## src/rtl/trap_arbiter_if.sv

```systemverilog
// trap_arbiter_if: CSR-side and FSM-side signals of the trap arbiter.
//   master: control unit / CSR unit side, drives the requests and CSR state.
//   slave : trap_arbiter side, drives exception_event, cause, badaddr,
//           irq_pending, stall and wfi_active.
interface trap_arbiter_if;
  logic [31:0] mstatus;
  logic [31:0] mie;
  logic [31:0] mip;
  logic [1:0]  privilege_mode;
  logic        irq_ext;
  logic        inst_boundary;
  logic        exc_valid;
  logic [31:0] exc_cause;
  logic [31:0] exc_badaddr;
  logic        wfi_req;
  logic        trap_ack;
  logic        exception_event;
  logic [31:0] cause;
  logic [31:0] badaddr;
  logic        irq_pending;
  logic        stall;
  logic        wfi_active;
  modport master (
    output mstatus, mie, mip, privilege_mode, irq_ext, inst_boundary,
           exc_valid, exc_cause, exc_badaddr, wfi_req, trap_ack,
    input  exception_event, cause, badaddr, irq_pending, stall, wfi_active
  );
  modport slave (
    input  mstatus, mie, mip, privilege_mode, irq_ext, inst_boundary,
           exc_valid, exc_cause, exc_badaddr, wfi_req, trap_ack,
    output exception_event, cause, badaddr, irq_pending, stall, wfi_active
  );
endinterface

```

## src/rtl/trap_arbiter.sv

```systemverilog
// trap_arbiter: arbitrates synchronous exceptions against MEI/MSI/MTI, issues one trap strobe and sequences WFI.
//   clk    : rising-edge clock
//   resetn : asynchronous active-low reset
//   bus    : trap_arbiter_if.slave (CSR state, FSM requests, trap outputs)
// Optional: define TRAP_IRQ_SYNC_EN to pass irq_ext through IRQ_SYNC_STAGES flops.
module trap_arbiter #(
  parameter int          IRQ_SYNC_STAGES = 2,
  parameter int unsigned WFI_TIMEOUT     = 0
) (
  input logic           clk,
  input logic           resetn,
  trap_arbiter_if.slave bus
);
  typedef enum logic [1:0] {IDLE, ISSUE, WAIT_ACK, WFI} state_t;
  state_t      state, state_nx;
  logic        irq_ext_eff;
  logic [2:0]  pend;
  logic        any_pend;
  logic        gie;
  logic [4:0]  irq_code;
  logic        ack_early, ack_early_nx;
  logic [31:0] cnt, cnt_nx;
  logic [31:0] cause_nx, badaddr_nx;
  logic        unused_bits;
`ifdef TRAP_IRQ_SYNC_EN
  logic [IRQ_SYNC_STAGES-1:0] sync;
  always_ff @(posedge clk or negedge resetn)
    if (!resetn) sync <= '0;
    else begin
      sync[0] <= bus.irq_ext;
      for (int i = 1; i < IRQ_SYNC_STAGES; i++) sync[i] <= sync[i-1];
    end
  assign irq_ext_eff = sync[IRQ_SYNC_STAGES-1];
`else
  localparam int unused_sync_stages = IRQ_SYNC_STAGES;
  assign irq_ext_eff = bus.irq_ext;
`endif
  assign unused_bits = ^{bus.mstatus[31:4], bus.mstatus[2:0], bus.mie[31:12], bus.mie[10:8],
                         bus.mie[6:4], bus.mie[2:0], bus.mip[31:8], bus.mip[6:4], bus.mip[2:0]};
  // pend = {MEI, MSI, MTI}, already in priority order
  assign pend     = {bus.mie[11] & irq_ext_eff, bus.mie[3] & bus.mip[3], bus.mie[7] & bus.mip[7]};
  assign any_pend = |pend;
  assign gie      = bus.mstatus[3] | (bus.privilege_mode != 2'd3);
  assign irq_code = pend[2] ? 5'd11 : pend[1] ? 5'd3 : 5'd7;
  always_ff @(posedge clk or negedge resetn)
    if (!resetn) state <= IDLE;
    else state <= state_nx;
  always_comb begin
    state_nx     = state;
    cause_nx     = bus.cause;
    badaddr_nx   = bus.badaddr;
    cnt_nx       = (state == WFI) ? cnt + 32'd1 : cnt;
    ack_early_nx = 1'b0;
    case (state)
      IDLE:
        if (bus.exc_valid) begin
          state_nx   = ISSUE;
          cause_nx   = bus.exc_cause;
          badaddr_nx = bus.exc_badaddr;
        end else if (bus.inst_boundary & gie & any_pend) begin
          state_nx   = ISSUE;
          cause_nx   = {1'b1, 26'b0, irq_code};
          badaddr_nx = '0;
        end else if (bus.wfi_req) begin
          state_nx = WFI;
          cnt_nx   = '0;
        end
      // an ack arriving together with the strobe is remembered so WAIT_ACK lasts one cycle
      ISSUE: begin
        state_nx     = WAIT_ACK;
        ack_early_nx = bus.trap_ack;
      end
      WAIT_ACK: state_nx = (bus.trap_ack | ack_early) ? IDLE : WAIT_ACK;
      WFI: state_nx = (any_pend || (WFI_TIMEOUT != 0 && cnt == WFI_TIMEOUT)) ? IDLE : WFI;
      default: state_nx = IDLE;
    endcase
  end
  // outputs are registered copies of what the next state implies
  always_ff @(posedge clk or negedge resetn)
    if (!resetn) begin
      cnt                 <= '0;
      ack_early           <= 1'b0;
      bus.exception_event <= 1'b0;
      bus.cause           <= '0;
      bus.badaddr         <= '0;
      bus.irq_pending     <= 1'b0;
      bus.stall           <= 1'b0;
      bus.wfi_active      <= 1'b0;
    end else begin
      cnt                 <= cnt_nx;
      ack_early           <= ack_early_nx;
      bus.exception_event <= state_nx == ISSUE;
      bus.cause           <= cause_nx;
      bus.badaddr         <= badaddr_nx;
      bus.irq_pending     <= any_pend;
      bus.stall           <= (state_nx == WAIT_ACK) || (state_nx == WFI);
      bus.wfi_active      <= state_nx == WFI;
    end
endmodule

```

## src/flat_wrapper.sv

```systemverilog
// flat-port wrapper written by rule: the top's interface ports become plain ports
module trap_arbiter_flat 
#(
  parameter int          IRQ_SYNC_STAGES = 2,
  parameter int unsigned WFI_TIMEOUT     = 0
)
  (clk, resetn, bus_mstatus, bus_mie, bus_mip, bus_privilege_mode, bus_irq_ext, bus_inst_boundary, bus_exc_valid, bus_exc_cause, bus_exc_badaddr, bus_wfi_req, bus_trap_ack, bus_exception_event, bus_cause, bus_badaddr, bus_irq_pending, bus_stall, bus_wfi_active);
  trap_arbiter_if bus_i ();
  input logic clk;
  input logic resetn;
  input wire logic [$bits(bus_i.mstatus)-1:0] bus_mstatus;
  input wire logic [$bits(bus_i.mie)-1:0] bus_mie;
  input wire logic [$bits(bus_i.mip)-1:0] bus_mip;
  input wire logic [$bits(bus_i.privilege_mode)-1:0] bus_privilege_mode;
  input wire logic [$bits(bus_i.irq_ext)-1:0] bus_irq_ext;
  input wire logic [$bits(bus_i.inst_boundary)-1:0] bus_inst_boundary;
  input wire logic [$bits(bus_i.exc_valid)-1:0] bus_exc_valid;
  input wire logic [$bits(bus_i.exc_cause)-1:0] bus_exc_cause;
  input wire logic [$bits(bus_i.exc_badaddr)-1:0] bus_exc_badaddr;
  input wire logic [$bits(bus_i.wfi_req)-1:0] bus_wfi_req;
  input wire logic [$bits(bus_i.trap_ack)-1:0] bus_trap_ack;
  output wire logic [$bits(bus_i.exception_event)-1:0] bus_exception_event;
  output wire logic [$bits(bus_i.cause)-1:0] bus_cause;
  output wire logic [$bits(bus_i.badaddr)-1:0] bus_badaddr;
  output wire logic [$bits(bus_i.irq_pending)-1:0] bus_irq_pending;
  output wire logic [$bits(bus_i.stall)-1:0] bus_stall;
  output wire logic [$bits(bus_i.wfi_active)-1:0] bus_wfi_active;
  assign bus_i.mstatus = bus_mstatus;
  assign bus_i.mie = bus_mie;
  assign bus_i.mip = bus_mip;
  assign bus_i.privilege_mode = bus_privilege_mode;
  assign bus_i.irq_ext = bus_irq_ext;
  assign bus_i.inst_boundary = bus_inst_boundary;
  assign bus_i.exc_valid = bus_exc_valid;
  assign bus_i.exc_cause = bus_exc_cause;
  assign bus_i.exc_badaddr = bus_exc_badaddr;
  assign bus_i.wfi_req = bus_wfi_req;
  assign bus_i.trap_ack = bus_trap_ack;
  assign bus_exception_event = bus_i.exception_event;
  assign bus_cause = bus_i.cause;
  assign bus_badaddr = bus_i.badaddr;
  assign bus_irq_pending = bus_i.irq_pending;
  assign bus_stall = bus_i.stall;
  assign bus_wfi_active = bus_i.wfi_active;
  trap_arbiter #(.IRQ_SYNC_STAGES(IRQ_SYNC_STAGES), .WFI_TIMEOUT(WFI_TIMEOUT)) u_core (.clk(clk), .resetn(resetn), .bus(bus_i));
endmodule
```

## config.mk

```make
export PLATFORM = sky130hd
export DESIGN_NAME = trap_arbiter_flat
export DESIGN_NICKNAME = d
export VERILOG_FILES = /design/src/rtl/trap_arbiter_if.sv /design/src/rtl/trap_arbiter.sv /design/src/flat_wrapper.sv
export SDC_FILE = /design/constraint.sdc
export NUM_CORES = 1
export LEC_CHECK = 0
export CAP_MARGIN = 5
export CELL_PAD_IN_SITES_DETAIL_PLACEMENT = 1
export CELL_PAD_IN_SITES_GLOBAL_PLACEMENT = 1
export CORE_AREA = 5 5 89 91
export CTS_CLUSTER_SIZE = 24
export DETAILED_ROUTE_END_ITERATION = 12
export DIE_AREA = 0 0 94 96
export DONT_BUFFER_PORTS = 1
export MAX_ROUTING_LAYER = met4
export PLACE_DENSITY_LB_ADDON = 0.1
export SLEW_MARGIN = 20
export SYNTH_ARGS = -nofsm -noshare
export SYNTH_HDL_FRONTEND = slang
export SYNTH_SLANG_ARGS = --single-unit
```

## constraint.sdc

```tcl
create_clock -name clk -period 2 [get_ports clk]
set_input_delay 0.2 -clock clk [delete_from_list [all_inputs] [get_ports clk]]
set_output_delay 0.2 -clock clk [all_outputs]
set_load 0.005 [all_outputs]
```

# Yosys cells after proc, flatten, opt, wreduce, memory -nomap -nowiden
# Cells that the tools add are included.
# totals
word_cells	40
regBits	71
output_inout_bits	68
inputBits	169
# classes
reduce_logical	5
n_eq_ne	7
muxes	13
bitwise_logic	7
# op_table
operator	n
$mux 32	4
$mux 2	5
$eq 2x2->1 const B	4
$pmux 2 s4	1
$and 1x1->1	5
$mux 5	1
$eq 2x1->1 const B	2
$mux 3	1
$reduce_or 3->1	1
$logic_not 2->1	1
$ne 2x2->1 const B	1
$or 1x1->1	2
$reduce_and 2->1	1
$reduce_bool 2->1	1
$logic_or 1x1->1	1
$mux 1	1

# Longest topological paths before layout
# Gate-level depths: netlist of the first run.
# logic_depth
ltp_word	9
ltp_mapped	6
depth_no_buf	3

# Worst setup path before layout of the first run
# Ideal clock, no wire load.
# synth_timing
path_kind	register to register
startpoint	register u_core.state[0]
endpoint	register u_core.bus.badaddr[0]
n_path_buf	2
path_slack_ns	0.606
arrival_time_ns	1.273
synth_period_minus_slack_ns	1.394
required_ns	1.879
path_stages_with_launch	6
setup_ns	0.121
cell_sequence	dfrtp_1 -> nor2_1 -> o2111ai_2 -> buf_6 -> buf_6 -> a22o_1
# synth_via
elab_chain_cells	2
# synth_rtl
item	line_no	rtl
from (decl)	trap_arbiter.sv:15	state_t state, state_nx;
from (signal assigned)	trap_arbiter.sv:47	else state <= state_nx;
$logic_not 2->1	trap_arbiter.sv:54	case (state)
$reduce_and 2->1 (no line)	n/a	
to (signal assigned)	trap_arbiter.sv:94	bus.badaddr <= badaddr_nx;
to (decl)	trap_arbiter_if.sv:31	output exception_event, cause, badaddr, irq_pending, stall, wfi_active
# No other way between the ends.
# A chain may end at the register's enable or synchronous reset.

# Worst setup path in the final report of the first run
# layout_timing
startpoint	register u_core.state[0]
endpoint	register u_core.bus.cause[3]
# layout_via
elab_chain_cells	2
# layout_rtl
item	line_no	rtl
$logic_not 2->1	trap_arbiter.sv:54	
$reduce_and 2->1 (no line)	n/a	
to (signal assigned)	trap_arbiter.sv:93	bus.cause <= cause_nx;
to (decl)	trap_arbiter_if.sv:31	
# No other way between the ends.

==> impl_metrics.json, run 1 <==
{
  "syn-cell-area_mm2": 0.002668,
  "slew_violations": 0,
  "cap_violations": 0,
  "met3_length_um": 720,
  "power.density_mw_per_mm2": 1488,
  "tightest_slew_ns": 0.6841,
  "fin_skew_ns": 0.005398,
  "yosysUniqueCellTypes": 29,
  "die_w_um": 94,
  "worstSetupStartpointType": "flip-flop",
  "hold_path_class": "primary input to flip-flop",
  "syn-num-nets": 354,
  "drt.antenna.violating_nets": 0,
  "ys_seq_area_share_pct": 66.60,
  "core_area_mm2": 0.007059,
  "dp.cells": 274,
  "synth-edff-count": 0,
  "h-tree-depth": 3,
  "peakVddDrop_v": 0.0005252,
  "drt_first_pass_iters": 4,
  "yosys.area.top_type": "dfrtp_1",
  "crit_path_end_kind": "flip-flop",
  "stdcell_count": 344,
  "synth_flop_cell": "dfrtp_1",
  "topRoutingLayerUsed": "met4",
  "antennaDiodeCount": 0,
  "finalSetupViolCount": 0,
  "setup-tns-final_ns": 0,
  "syn_avg_cell_area_um2": 14.42,
  "track_usage_pct": 17.02,
  "cts_inserted_buffers": 9,
  "place_congestion": 0.7768,
  "status": "completed",
  "cp.arrival_ns": 1.96,
  "wl_um": 7508,
  "synthTopCellsByArea": "dfrtp_1 67%, a22o_1 20%, buf_6 2.5%",
  "synth_most_common_cell": "dfrtp_1",
  "p_leak_uw": 0.001593,
  "grt_pass1_vias": 2071,
  "drt-met1-wl_um": 2728,
  "port-buffer-count": 0,
  "yosysWarnings": 0,
  "clock_latency_ns": 0.33,
  "cts_setup_buffers": 0,
  "nFillCells": 695,
  "required_ns": 2.21,
  "yosysTopAreaCellShare_pct": 66.60,
  "dp.final_hpwl_um": 4744,
  "antenna_found_initial": 0,
  "grt_max_degree": 72,
  "power_uw": 5231,
  "wl_met2_um": 3925,
  "root_buffer": "clkbuf_8",
  "clock.fmax_mhz": 572.0,
  "clk_pin_slew_ns": 0.07,
  "via_per_inst": 5.494,
  "fp.dieArea_mm2": 0.009024,
  "ios": 237,
  "cts_tree": "built",
  "clock-sinks": 71,
  "start_util_pct": 37.79,
  "synth_common_cells": "71 x dfrtp_1, 60 x a22o_1, 6 x buf_6, 6 x inv_1, 5 x nand2_1",
  "finalCriticalPeriod_ns": 1.748,
  "vias": 1890,
  "synth-seq-cells": 71,
  "area_growth_pct": 31.80,
  "cts.path.max_buffers": 2,
  "synthCells": 185,
  "gr-total-overflow": 0,
  "drive_gt1_share_pct": 9.796,
  "num_rows": 31,
  "fin_area_mm2": 0.003516,
  "relSlewSlack_pct": 54.39,
  "synthArstFlopShare_pct": 100.0,
  "route.detailed.drc": 0,
  "place_area_mm2": 0.002726,
  "finalNetCount": 409,
  "wire_per_inst_um": 21.83,
  "dieHeight_um": 96,
  "grt_first_pass_wirelength_um": 11330,
  "rsz0062_at_grt": "no",
  "hold_slack_ns": 0.01846,
  "crit_type": "flip-flop to flip-flop",
  "hold_viol_final": 0,
  "critPathMaxFanout": 36,
  "drtIter0Drc": 47,
  "period_share_pct": 87.41
}
-- cell families (layout without fill, tap and decap cells) --
logic type	count (synthesis)	count (layout)	share of synthesized area, %
flip-flops	71	71	66.60
AO/OA/AOI/OAI	76	76	24.20
multiplexers	2	2	0.8442
AND/OR/NAND/NOR	15	15	3.377
buffers and inverters	21	81	4.972
-- power by group --
group          switching, uW  internal, uW
Combinational            592           692
Clock                    520           768
Sequential               578          2080
Total                   1690          3540
-- cell type report --
cell class	instances	area (um2)	share of cell area [%]
flip-flops and latches	71	1777	50.53
clock buffers	11	151.4	4.306
repair buffers	58	588.1	16.73
multi-input cells	93	769.5	21.89
clock inverters	5	80.08	2.278
inverters	7	26.28	0.7473
well taps	99	123.9	3.523
-- flip-flops by register name (all words and copies together) (netlist names) --
name / flops
u_core.ack_early: 1
u_core.bus.badaddr: 32
u_core.bus.cause: 32
u_core.state: 2
u_core.bus.stall: 1
u_core.bus.irq_pending: 1
u_core.bus.wfi_active: 1
u_core.bus.exception_event: 1
-- layout by cell type (no fill, tap or decap), drive strengths merged --
cell	count
a21o	1
a21oi	2
a222oi	1
a22o	60
a22oi	1
a2bb2oi	3
a31oi	1
and3b	2
buf	5
bufinv	2
clkbuf	11
clkinv	1
clkinvlp	2
dfrtp	71
dlygate4sd3	53
inv	7
mux2	2
nand2	5
nand2b	1
nand3	1
nand4bb	1
nor2	3
o2111ai	1
o211ai	1
o21ai	3
o22ai	1
o311ai	1
or2	2
-- worst paths after layout --
check,start,end,slack [ns],cells past startpoint
min in group asynchronous,resetn,u_core.bus.badaddr[12],0.40,2
worst max register to register,u_core.state[0],u_core.bus.cause[3],0.25,4
worst min register to register,u_core.bus.cause[3],u_core.bus.cause[3],0.54,1
worst max-delay path,u_core.state[0],u_core.bus.cause[3],0.25,4
max in group asynchronous,resetn,u_core.bus.cause[29],1.32,2
worst min-delay path,bus_exc_cause[20],u_core.bus.cause[20],0.02,1
-- worst max-delay path: stages (launching register included) --
cell,delay (ns)
dfrtp_1,0.44
nor2_1,0.37
o2111ai_4,0.17
buf_4,0.29
mux2_1,0.35
-- routing by layer --
metal / vias to the layer above / GRT usage, %
met5: - / -
met1: 972 / 18.03
li1: 807 / -
met4: 0 / 6.980
met2: 100 / 28.98
met3: 11 / 6.177
-- per-stage QoR --
stage	worst slack (ns)	util (%)
final	0.2518	49.81
after global placement	0.3077	38.62
after CTS	0.2442	49.24
after detailed placement	0.2695	38.62
after floorplan	0.6064	-
after global routing	0.1454	49.81
-- timing repair --
| action | in CTS | in global routing |
|---|---|---|
| endpoints found under the hold margin | 119 | 4 |
| resized for setup | 0 | 0 |
| hold buffers | 50 | 4 |
Note: power is estimated with default switching activity, not from simulation.
==> run 2, diff against run 1 <==
--- a/config.mk
+++ b/config.mk
@@ -13,8 +13,11 @@
 export DETAILED_ROUTE_END_ITERATION = 12
 export DIE_AREA = 0 0 94 96
 export DONT_BUFFER_PORTS = 1
+export HOLD_SLACK_MARGIN = 0.08
 export MAX_ROUTING_LAYER = met4
 export PLACE_DENSITY_LB_ADDON = 0.1
+export RECOVER_POWER = 25
+export SETUP_SLACK_MARGIN = 0.5
 export SLEW_MARGIN = 20
 export SYNTH_ARGS = -nofsm -noshare
 export SYNTH_HDL_FRONTEND = slang
==> run 2 against run 1 <==
Effect of this change: sequential share of layout area down 1.7 points; highest routed layer unchanged; the run now ends with hold timing left; utilization grew 1.8 points; clock power about the same.
==> impl_metrics.json, run 2 (synthesized netlist as in run 1, its figures left out) <==
{
  "nFillCells": 691,
  "p_leak_uw": 0.001639,
  "hold_viol_final": 71,
  "status": "finished with violations",
  "root_buffer": "clkbuf_8",
  "multiInputGateArea_um2": 777.0,
  "h-tree-depth": 3,
  "wl_um": 7887,
  "finalSetupViolCount": 0,
  "grt_max_degree": 72,
  "power_uw": 5327,
  "num_rows": 31,
  "track_usage_pct": 18.13,
  "fp.dieArea_mm2": 0.009024,
  "hold_slack_ns": -0.4474,
  "setup-tns-final_ns": 0,
  "dp.final_hpwl_um": 4744,
  "vias": 1932,
  "crit_type": "flip-flop to flip-flop",
  "grt_pass1_vias": 2196,
  "fin_skew_ns": 0.005830,
  "power.density_mw_per_mm2": 1462,
  "core_area_mm2": 0.007059,
  "rsz0062_at_grt": "yes",
  "place_congestion": 0.7768,
  "crit_path_end_kind": "flip-flop",
  "finalNetCount": 420,
  "cap_violations": 0,
  "period_share_pct": 71.23,
  "slew_violations": 0,
  "critPathMaxFanout": 30,
  "cp.arrival_ns": 1.69,
  "gr-total-overflow": 0,
  "wire_per_inst_um": 22.15,
  "cts.path.max_buffers": 2,
  "area_growth_pct": 36.54,
  "via_per_inst": 5.427,
  "port-buffer-count": 0,
  "drt.antenna.violating_nets": 0,
  "route.detailed.drc": 0,
  "required_ns": 2.26,
  "cts_inserted_buffers": 9,
  "clock_latency_ns": 0.33,
  "worstSetupStartpointType": "flip-flop",
  "hold_path_class": "primary input to asynchronous set/reset pin",
  "relSlewSlack_pct": 54.46,
  "dieHeight_um": 96,
  "mostFrequentLayoutCells": "69 x dfrtp_1, 64 x dlygate4sd3_1, 60 x a22o_1, 11 x clkbuf_8, 6 x inv_1",
  "ios": 237,
  "regArea_mm2": 0.001779,
  "clock-sinks": 71,
  "drtIter0Drc": 38,
  "cts_hold_buffers": 64,
  "top_regs": "u_core.bus.badaddr x32, u_core.bus.cause x32, u_core.state x2",
  "violations": "hold timing",
  "mostFrequentLayoutCell": "dfrtp_1",
  "finalCriticalPeriod_ns": 1.425,
  "drt_first_pass_iters": 4,
  "die_w_um": 94,
  "drive_gt1_share_pct": 10.55,
  "tightest_slew_ns": 0.6831,
  "clk_pin_slew_ns": 0.08,
  "peakVddDrop_v": 0.0005287,
  "grt_first_pass_wirelength_um": 11900,
  "start_util_pct": 37.79,
  "clock.fmax_mhz": 702.0,
  "cts_tree": "built",
  "antenna_found_initial": 0
}
[run 2: cell types whose count changed in the layout (fill, tap and decap cells not counted), sizes merged]
cell         delta
diode           +1
dlygate4sd3    +11
[run 2: layer usage]
metal  track usage, %  vias up  share of wire, %
met5                -        -                 0
met4            8.785        0               2.5
met3            6.646       17                10
met2            31.22      105                52
met1            18.30      979                36
li1                 -      831                 -
[run 2: worst max-delay path, stage by stage, from the launching register on]
cell and delay, ns:
dfrtp_2 0.46, or2_1 0.30, nor2_4 0.14, buf_6 0.25, a22o_1 0.20
[run 2: cell type report]
| cell class | count | area share (%) |
|---|---|---|
| Timing Repair Buffer | 69 | 19.27 |
| Clock inverter | 5 | 2.199 |
| Antenna cell | 1 | 0.06870 |
| Tap cell | 99 | 3.401 |
| Sequential cell | 71 | 48.85 |
| Inverter | 7 | 0.7214 |
| Clock buffer | 11 | 4.157 |
| Multi-Input combinational cell | 93 | 21.33 |
[run 2: per-stage QoR]
| stage | hold WS, ns | utilization (%) | instance area [um2] | instances | setup slack [ns] |
|---|---|---|---|---|---|
| finish | -0.4474 | 51.60 | 3642 | 356 | 0.5754 |
| global route | -0.4751 | 51.56 | 3640 | 355 | 0.4940 |
| CTS | -0.4637 | 51.13 | 3610 | 354 | 0.4872 |
| detailed placement | -0.09361 | 38.62 | 2726 | 274 | 0.2695 |
| global placement | -0.09347 | 38.62 | 2726 | 274 | 0.3077 |
| floorplan | -0.09559 | - | 2668 | 185 | 0.6064 |
[run 2: power by group]
group	switching, uW	total [uW]	internal [uW]
logic	593	1350	754
registers	600	2680	2080
clock network	528	1300	768
total	1720	5330	3610
[run 2: path summary, 6_finish.rpt]
path,startpoint,end,slack (ns),cells past startpoint
worst max-delay path,u_core.state[0],u_core.bus.cause[13],0.58,4
worst min-delay path,resetn,u_core.bus.badaddr[13],-0.45,0
worst max register to register,u_core.state[0],u_core.bus.cause[13],0.58,4
worst min register to register,u_core.bus.cause[3],u_core.bus.cause[3],0.54,1
max in group asynchronous,resetn,u_core.state[0],2.34,0
min in group clk,bus_mip[7],u_core.bus.irq_pending,0.10,2
[run 2: timing repair]
item                                    4_1_cts  5_1_grt
buffers inserted                              0        1
endpoints found under the setup margin       64       61
gates resized for setup                       3        7
pin swaps                                     0        1
hold endpoints to repair                    135       71
